--- config.mk ---
export PLATFORM = sky130hd
export DESIGN_NAME = jk_bank_sequencer
export DESIGN_NICKNAME = d
export VERILOG_FILES = /design/src/rtl/jk_bank_sequencer.sv
export SDC_FILE = /design/constraint.sdc
export NUM_CORES = 1
export LEC_CHECK = 0
export CAP_MARGIN = 5
export CELL_PAD_IN_SITES_DETAIL_PLACEMENT = 0
export CELL_PAD_IN_SITES_GLOBAL_PLACEMENT = 1
export CORE_MARGIN = 1.5
export CORE_UTILIZATION = 35
export DETAILED_ROUTE_END_ITERATION = 12
export PLACE_DENSITY = 0.87
export SETUP_SLACK_MARGIN = 0.5
export SLEW_MARGIN = 25
export SYNTH_ARGS = -nofsm -noshare
export SYNTH_HDL_FRONTEND = slang
export SYNTH_SLANG_ARGS = --single-unit
--- constraint.sdc ---
create_clock -name clk -period 2.85 [get_ports clk]
set_clock_uncertainty 0.15 [all_clocks]
set_input_delay 0.285 -clock clk [delete_from_list [all_inputs] [get_ports clk]]
set_output_delay 0.285 -clock clk [all_outputs]
set_load 0.005 [all_outputs]
--- src/rtl/jk_bank_sequencer.sv ---
`default_nettype none
// ============================================================================
// Module   : jk_bank_sequencer
// Purpose  : Command-driven controller for a WIDTH-bit bank of JK flip-flop
//            cells. Accepts one command over a valid/ready handshake, drives
//            the per-bit J/K vectors for cmd_cnt clock edges, then pulses done.
//            The JK bank itself (hold/clear/set/toggle per cell) is held
//            locally so q always reflects exactly what J/K applied.
// Options  : `define JK_SEQ_ABORT_EN adds the abort input and aborted output.
// Ports    :
//   clk        in   1      system clock, posedge
//   rst        in   1      asynchronous active-high reset
//   cmd_valid  in   1      command present
//   cmd_ready  out  1      command can be accepted this cycle (IDLE only)
//   cmd_op     in   3      opcode (HOLD/CLEAR/SET/TOGGLE_MASK/LOAD/INC/DEC/SHL)
//   cmd_data   in   WIDTH  mask, load value or shift-in bit (bit 0)
//   cmd_cnt    in   CNT_W  number of edges to apply the op; 0 = no-op
//   abort      in   1      (JK_SEQ_ABORT_EN) stop the running command
//   aborted    out  1      (JK_SEQ_ABORT_EN) last command was aborted
//   q          out  WIDTH  JK bank state
//   j_vec      out  WIDTH  J drive currently applied
//   k_vec      out  WIDTH  K drive currently applied
//   busy       out  1      high while applying the command (RUN)
//   done       out  1      one-cycle pulse when a command completes
// Revision : 1.0 - initial release
// ============================================================================
module jk_bank_sequencer #(
  parameter int WIDTH = 8,
  parameter int CNT_W = 4
) (
  input  logic             clk,
  input  logic             rst,
  input  logic             cmd_valid,
  output logic             cmd_ready,
  input  logic [2:0]       cmd_op,
  input  logic [WIDTH-1:0] cmd_data,
  input  logic [CNT_W-1:0] cmd_cnt,
`ifdef JK_SEQ_ABORT_EN
  input  logic             abort,
  output logic             aborted,
`endif
  output logic [WIDTH-1:0] q,
  output logic [WIDTH-1:0] j_vec,
  output logic [WIDTH-1:0] k_vec,
  output logic             busy,
  output logic             done
);

  // --------------------------------------------------------------------------
  // Opcodes
  // --------------------------------------------------------------------------
  localparam logic [2:0] c_OP_HOLD   = 3'd0;
  localparam logic [2:0] c_OP_CLEAR  = 3'd1;
  localparam logic [2:0] c_OP_SET    = 3'd2;
  localparam logic [2:0] c_OP_TOGGLE = 3'd3;
  localparam logic [2:0] c_OP_LOAD   = 3'd4;
  localparam logic [2:0] c_OP_INC    = 3'd5;
  localparam logic [2:0] c_OP_DEC    = 3'd6;
  localparam logic [2:0] c_OP_SHL    = 3'd7;

  localparam logic [CNT_W-1:0] c_CNT_ONE = {{(CNT_W-1){1'b0}}, 1'b1};

  typedef enum logic [1:0] {
    S_IDLE = 2'd0,
    S_RUN  = 2'd1,
    S_DONE = 2'd2
  } state_t;

  // --------------------------------------------------------------------------
  // Registers and wires
  // --------------------------------------------------------------------------
  state_t           r_state;
  state_t           w_state_nxt;
  logic [2:0]       r_op;
  logic [WIDTH-1:0] r_data;
  logic [CNT_W-1:0] r_remaining;
  logic [CNT_W-1:0] w_remaining_nxt;
  logic [WIDTH-1:0] r_q;

  logic             w_accept;
  logic             w_run;
  logic             w_abort;
  logic [WIDTH-1:0] w_inc_t;
  logic [WIDTH-1:0] w_dec_t;
  logic [WIDTH-1:0] w_shl_next;
  logic [WIDTH-1:0] w_j_op;
  logic [WIDTH-1:0] w_k_op;
  logic [WIDTH-1:0] w_j;
  logic [WIDTH-1:0] w_k;

  // Mask of the n least-significant bits; used to express the INC/DEC
  // toggle vectors as independent AND-reductions rather than a chained
  // carry, which keeps the combinational graph free of self-references.
  function automatic logic [WIDTH-1:0] f_low_mask(input int n);
    logic [WIDTH-1:0] m;
    m = '0;
    for (int b = 0; b < WIDTH; b++) begin
      if (b < n) m[b] = 1'b1;
    end
    return m;
  endfunction

  assign w_run = (r_state == S_RUN);

`ifdef JK_SEQ_ABORT_EN
  logic r_aborted;
  // Abort only matters while a command is actually being applied.
  assign w_abort = abort & w_run;
  assign aborted = r_aborted;
`else
  assign w_abort = 1'b0;
`endif

  // --------------------------------------------------------------------------
  // Per-bit J/K derivation
  // --------------------------------------------------------------------------
  // INC toggles bit i when all lower bits are 1; DEC when all lower bits are 0.
  // Bit 0 always toggles (empty AND-reduction of the masked vector is 1).
  always_comb begin
    w_inc_t = '0;
    w_dec_t = '0;
    for (int i = 0; i < WIDTH; i++) begin
      w_inc_t[i] = &( r_q | ~f_low_mask(i));
      w_dec_t[i] = &(~r_q | ~f_low_mask(i));
    end
  end

  assign w_shl_next = {r_q[WIDTH-2:0], r_data[0]};

  always_comb begin
    w_j_op = '0;
    w_k_op = '0;
    case (r_op)
      c_OP_HOLD: begin
        w_j_op = '0;
        w_k_op = '0;
      end
      c_OP_CLEAR: begin
        w_j_op = '0;
        w_k_op = '1;
      end
      c_OP_SET: begin
        w_j_op = '1;
        w_k_op = '0;
      end
      c_OP_TOGGLE: begin
        w_j_op = r_data;
        w_k_op = r_data;
      end
      c_OP_LOAD: begin
        w_j_op = r_data;
        w_k_op = ~r_data;
      end
      c_OP_INC: begin
        w_j_op = w_inc_t;
        w_k_op = w_inc_t;
      end
      c_OP_DEC: begin
        w_j_op = w_dec_t;
        w_k_op = w_dec_t;
      end
      c_OP_SHL: begin
        // Drive every cell explicitly to the shifted value (set or clear).
        w_j_op = w_shl_next;
        w_k_op = ~w_shl_next;
      end
      default: begin
        w_j_op = '0;
        w_k_op = '0;
      end
    endcase
  end

  // J/K are only non-zero in RUN; an abort cycle forces hold so q is
  // frozen at the edge that moves the FSM to DONE.
  assign w_j = (w_run && !w_abort) ? w_j_op : '0;
  assign w_k = (w_run && !w_abort) ? w_k_op : '0;

  // --------------------------------------------------------------------------
  // FSM: next-state logic
  // --------------------------------------------------------------------------
  always_comb begin
    w_state_nxt     = r_state;
    w_remaining_nxt = r_remaining;
    w_accept        = 1'b0;
    case (r_state)
      S_IDLE: begin
        if (cmd_valid) begin
          w_accept = 1'b1;
          if (cmd_cnt == '0) begin
            w_state_nxt = S_DONE;
          end else begin
            w_state_nxt     = S_RUN;
            w_remaining_nxt = cmd_cnt;
          end
        end
      end
      S_RUN: begin
        if (w_abort) begin
          w_state_nxt     = S_DONE;
          w_remaining_nxt = '0;
        end else if (r_remaining == c_CNT_ONE) begin
          w_state_nxt     = S_DONE;
          w_remaining_nxt = '0;
        end else begin
          w_remaining_nxt = r_remaining - c_CNT_ONE;
        end
      end
      S_DONE: begin
        w_state_nxt = S_IDLE;
      end
      default: begin
        w_state_nxt     = S_IDLE;
        w_remaining_nxt = '0;
      end
    endcase
  end

  // --------------------------------------------------------------------------
  // FSM: state and command registers
  // --------------------------------------------------------------------------
  always_ff @(posedge clk or posedge rst) begin
    if (rst) begin
      r_state     <= S_IDLE;
      r_remaining <= '0;
      r_op        <= 3'd0;
      r_data      <= '0;
    end else begin
      r_state     <= w_state_nxt;
      r_remaining <= w_remaining_nxt;
      // Operands are captured only on the accept edge; later changes on the
      // command bus cannot disturb a running command.
      if (w_accept) begin
        r_op   <= cmd_op;
        r_data <= cmd_data;
      end
    end
  end

  // --------------------------------------------------------------------------
  // JK register bank: 00 hold, 01 clear, 10 set, 11 toggle
  // --------------------------------------------------------------------------
  always_ff @(posedge clk or posedge rst) begin
    if (rst) begin
      r_q <= '0;
    end else begin
      r_q <= (w_j & ~r_q) | (~w_k & r_q);
    end
  end

`ifdef JK_SEQ_ABORT_EN
  // Sticky until the next command is accepted.
  always_ff @(posedge clk or posedge rst) begin
    if (rst) begin
      r_aborted <= 1'b0;
    end else if (w_accept) begin
      r_aborted <= 1'b0;
    end else if (w_abort) begin
      r_aborted <= 1'b1;
    end
  end
`endif

  // --------------------------------------------------------------------------
  // Outputs
  // --------------------------------------------------------------------------
  // rst forces IDLE asynchronously, but ready must also be low while rst is
  // held, so it is gated combinationally.
  assign cmd_ready = (r_state == S_IDLE) && !rst;
  assign busy      = w_run;
  assign done      = (r_state == S_DONE);
  assign q         = r_q;
  assign j_vec     = w_j;
  assign k_vec     = w_k;

endmodule
`default_nettype wire
# Yosys cells after proc, flatten, opt, wreduce, memory -nomap -nowiden
# Index checks and enable logic that the tools add are counted.
[word_totals]
word_cells = 63
ff_bits = 25
out_inout_bits = 27
inputBits = 18
[op_classes]
n_mux = 14
eq_ne = 13
reduce_logical = 22
bitwise_logic = 8
add_sub_neg = 1
[op_table]
columns = ["op", "n"]
rows = [
  ["8-bit one-hot mux with 7 select lines", 1],
  ["8-bit one-hot mux with 6 select lines", 1],
  ["8-bit inverter", 4],
  ["8-bit bitwise AND", 2],
  ["8-bit 2-to-1 mux", 2],
  ["7-bit AND reduction", 2],
  ["3-bit equality test, second input constant", 4],
  ["4-bit 2-to-1 mux", 3],
  ["4-bit one-hot mux with 3 select lines", 1],
  ["6-bit AND reduction", 2],
  ["5-bit AND reduction", 2],
  ["3-bit AND reduction", 3],
  ["8-bit bitwise OR", 1],
  ["4-bit AND reduction", 2],
  ["3-bit by 2-bit equality test with 1-bit output, second input constant", 2],
  ["2-bit 2-to-1 mux", 3],
  ["2-bit AND reduction", 3],
  ["2-bit OR reduction", 3],
  ["4-bit by 1-bit equality test with 1-bit output, second input constant", 1],
  ["4-bit logical NOT", 1],
  ["2-bit != test, second input constant", 2],
  ["2-bit one-hot mux with 2 select lines", 1],
  ["4-bit by 1-bit subtractor with 4-bit output, second input constant", 1],
  ["3-bit by 1-bit equality test with 1-bit output, second input constant", 1],
  ["other kinds (9)", 10],
]

# Depth between registers and ports, before layout
[logic_depth]
ltp_word = 7
ltp_mapped = 7

# Least setup slack after synthesis
# OpenSTA, ideal clock, no wires.
[synth_timing]
kind = "reg2out"
startpoint = "register r_q[3], in the netlist q[3]"
endpoint = "output port j_vec[7]"
stages_incl_launch_ff = 5
t_arrival_ps = 1715
path_slack_ps = 700
cell_sequence = "dfrtp_1 > clkbuf_1 > or4b_1 > or4_4 > a31oi_1"
[synth_between]
elab_chain_cells = 4
word_cells_on_any_way = 5
classes_between = "mux (2); bitwise (1); reduce/logical (2)"
[synth_lines]
columns = ["item", "line_no", "source"]
rows = [
  ["start: declaration", "78", "logic [WIDTH-1:0] r_q;"],
  ["start signal: assignment", "247", "r_q <= (w_j & ~r_q) | (~w_k & r_q);"],
  ["8-bit inverter", "n/a", ""],
  ["7-bit AND reduction", "124", "w_dec_t[i] = &(~r_q | ~f_low_mask(i));"],
  ["8-bit one-hot mux with 6 select lines (*)", "133", "case (r_op)"],
  ["8-bit 2-to-1 mux (*)", "176", "assign w_j = (w_run && !w_abort) ? w_j_op : '0;"],
  ["end: declaration", "43", "output logic [WIDTH-1:0] j_vec,"],
]
# Every way passes the cells marked *; elsewhere a longest branch is shown, timed or not.

# Final worst setup path
[layout_timing]
startpoint = "register r_op[2]"
endpoint = "output port j_vec[7]"
[layout_between]
elab_chain_cells = 4
word_cells_on_any_way = 12
classes_between = "eq/ne (7); mux (2); reduce/logical (3)"
[layout_lines]
columns = ["item", "line_no", "source"]
rows = [
  ["start: declaration", "74", "logic [2:0] r_op;"],
  ["start signal: assignment", "234", "r_op <= cmd_op;"],
  ["3-bit equality test (tied with other cells)", "133", ""],
  ["2-bit OR reduction (no source line)", "n/a", ""],
  ["8-bit one-hot mux with 6 select lines (*)", "133", ""],
  ["8-bit 2-to-1 mux (*)", "176", ""],
]
# Marks and branches as above.

==> impl_metrics.toml <==
[global_routing]
grt_max_degree = 26
grt_pass1_wl_um = 10700
antenna_found_initial = 0
grt_pass1_vias = 2163
overflow = 0
grt_usage_pct = 22.3

[placed_design]
routabilityCongestion = 0.918
place_ws_ns = 0.261
dp.cells = 352
hpwl_um = 4140
io_buffers = 44
placed_area_um2 = 2570

[clock_tree]
clk_pin_slew_ns = 0.10
clock_path_buffers = 2
cts_buffers = 3
cts_tree = "yes"
insertion_delay_ns = 0.27
cts_hold_buf = 0
clock-sinks = 25
cts_root_buf = "clkbuf_8"
htree_num_levels = 1

[synth]
yosys_warnings = 0
synth-edff-count = 0
syn_area_um2 = 1970
yosysMostFrequentCell = "dfrtp_1"
synth_top_cell_area_share_pct = 31.7
netlist_instances = 236
avgSynthCellArea_um2 = 8.36
yosys-top-cells-count = "dfrtp_1 (25), o21ai_0 (16), nand2b_1 (14)"
ys_async_sr_fraction_pct = 100
synth_largest_area_cell = "dfrtp_1"
synth_flop_cell = "dfrtp_1"
synthTopCellsByArea = "dfrtp_1 (32%), mux2_2 (5.1%), nand2b_1 (4.4%)"
ys_ff_latch = 25
syn-num-nets = 256
ys_seq_area_share_pct = 31.7
ys_types = 53

[cells_and_area]
multi_input_area_um2 = 1390
final_area_um2 = 3180
area_delta_synth_final_pct = 61.1
n_antenna_cell = 0
num-fill-cells = 477
fin_cells = 395
layout-drive-gt1-share_pct = 36.5
num-nets-final = 344
regArea_um2 = 631

[worst_setup_path]
start_kind = "flip-flop"
worstSetupPathType = "reg2out"
worstPathArrival_ns = 2.15
critPathRequiredTime_ns = 2.41
crit_start = "r_op[2]$_DFFE_PP0P_"
r2r_start = "r_op[2]$_DFFE_PP0P_"
endpoint_kind = "output port"
critPathMaxFanout = 5

[floorplan]
die_w_um = 78.1
initial_core_util_pct = 36.1
std_cell_rows = 27
ioPinCount = 45
die_y_um = 78.1
dieArea_um2 = 6100
core_um2 = 5470

[detailed_routing]
wire_per_inst_um = 17.8
drt_iter0_markers = 155
vias = 2295
antenna_left = 0
viasPerCell = 5.81
drt_wl_total_um = 7040
first_pass_iters = 4
drc = 0

[power_and_ir_drop]
power.internal_mw = 2.31
pwr-share-seq_pct = 19.0
cellPowerDensity_nw_per_um2 = 1270
power.clock.fraction_pct = 5.7
comb_power_share_pct = 75.3
swShare_pct = 43.0
peakVddDrop_mv = 0.627
power_switching_mw = 1.74
power_leakage_nw = 1.38

[timing]
worst_pin_slew_ns = 0.641
rsz0062_at_grt = "true"
finalSetupTns_ns = 0
fmaxAchievable_ghz = 0.387
fin_crit_ns = 2.58
fin_ws_ns = 0.269
max_slew_margin_pct = 56.9
finalSetupViolCount = 0
hold_violations = 0
final_max_slew_viol_count = 0
fin_crit_sh_pct = 90.6

[min_path]
hold_class = "in2async"

[status]
status = "complete, no violations"

[job]
cap_violations = 0
-- layout make-up --
class | count | share of cell area [%]
clock buffers | 3 | 1.30
clock inverters | 1 | 0.236
inverters | 12 | 1.42
multi-input cells | 180 | 43.7
flip-flops and latches | 25 | 19.8
well taps | 72 | 2.83
repair buffers | 102 | 30.6
-- registers in the layout, indices dropped and copies added, names as in the netlist --
signal,flops
r_remaining,4
q,8
r_data,8
r_state,2
r_op,3
-- metal layers --
metal | vias up | GRT usage [%] | wire (um)
met1 | 1089 | 29.0 | 2940
met5 | - | 0 | 0
met3 | 31 | 3.37 | 479
li1 | 1058 | - | -
met2 | 117 | 37.0 | 3330
met4 | 0 | 8.93 | 296
-- path summary, 6_finish.rpt --
| path | end | slack, ns | depth (start not counted) |
|---|---|---|---|
| max in group asynchronous | r_op[0]$_DFFE_PP0P_ | 2.04 | 3 |
| worst max-delay path | j_vec[7] | 0.27 | 4 |
| worst max register to register | q[7]$_DFF_PP0_ | 0.61 | 5 |
| worst min-delay path | r_data[1]$_DFFE_PP0P_ | 0.24 | 3 |
| min in group clk | r_data[1]$_DFFE_PP0P_ | 0.42 | 1 |
| worst min register to register | r_data[1]$_DFFE_PP0P_ | 0.42 | 1 |
-- critical path: stages (launching register included) --
cell and delay (ns):
dfrtp_2 0.48, or4b_4 0.53, or4_4 0.52, a31oi_1 0.20, buf_2 0.14
-- layout by cell type, fill, tap and decap left out, drive strengths merged, types with 3 or more instances in the layout --
master	n
a21boi	4
a21oi	11
a31oi	3
a32oi	3
and3b	3
and4b	4
buf	65
clkbuf	4
clkdlybuf4s50	28
dfrtp	25
dlygate4sd2	5
inv	12
mux2	9
mux2i	6
nand2	13
nand2b	14
nand3	5
nand3b	6
nand4	7
nor2	13
nor2b	3
nor3	9
nor4	4
nor4b	3
o21ai	16
o22ai	5
o31ai	3
or3b	4
or4	4
-- stage by stage --
step           hold slack (ns)  power, mW  utilization, %
2_1_floorplan            0.162       1.96               -
3_3_place_gp             0.388       2.88            46.9
3_5_place_dp             0.404       2.91            46.9
4_1_cts                  0.240       3.67            55.1
5_1_grt                  0.283       4.29            58.1
6_report                 0.239       4.04            58.1
-- repair_timing --
item                       in CTS  in global routing
hold endpoints to repair        0                  0
resized for setup              89                 20
setup endpoints to repair      16                 12
setup buffers                  27                  9
pin swaps                      27                 18
cloned                          2                  1
-- logic make-up (layout without fill, tap and decap cells) --
logic type | Yosys count | after routing | synth area share, %
AO/OA/AOI/OAI | 61 | 61 | 20.4
adder cells (fa/ha/maj) | 2 | 2 | 1.27
multiplexers | 15 | 15 | 8.18
flip-flops | 25 | 25 | 31.7
AND/OR/NAND/NOR | 101 | 101 | 31.8
XOR/XNOR | 1 | 1 | 0.444
buffers and inverters | 31 | 118 | 6.21
-- power groups by stage --
stage                     Combinational, mW  Sequential, mW  Clock [mW]
final                                  3.05           0.769       0.229
after global placement                 2.17           0.709           0
after global routing                   3.25           0.793       0.243
after floorplan                        1.27           0.687           0
after detailed placement               2.19           0.717           0
after CTS                              2.70           0.734       0.232
No activity file was read; power rests on OpenSTA's default activity.
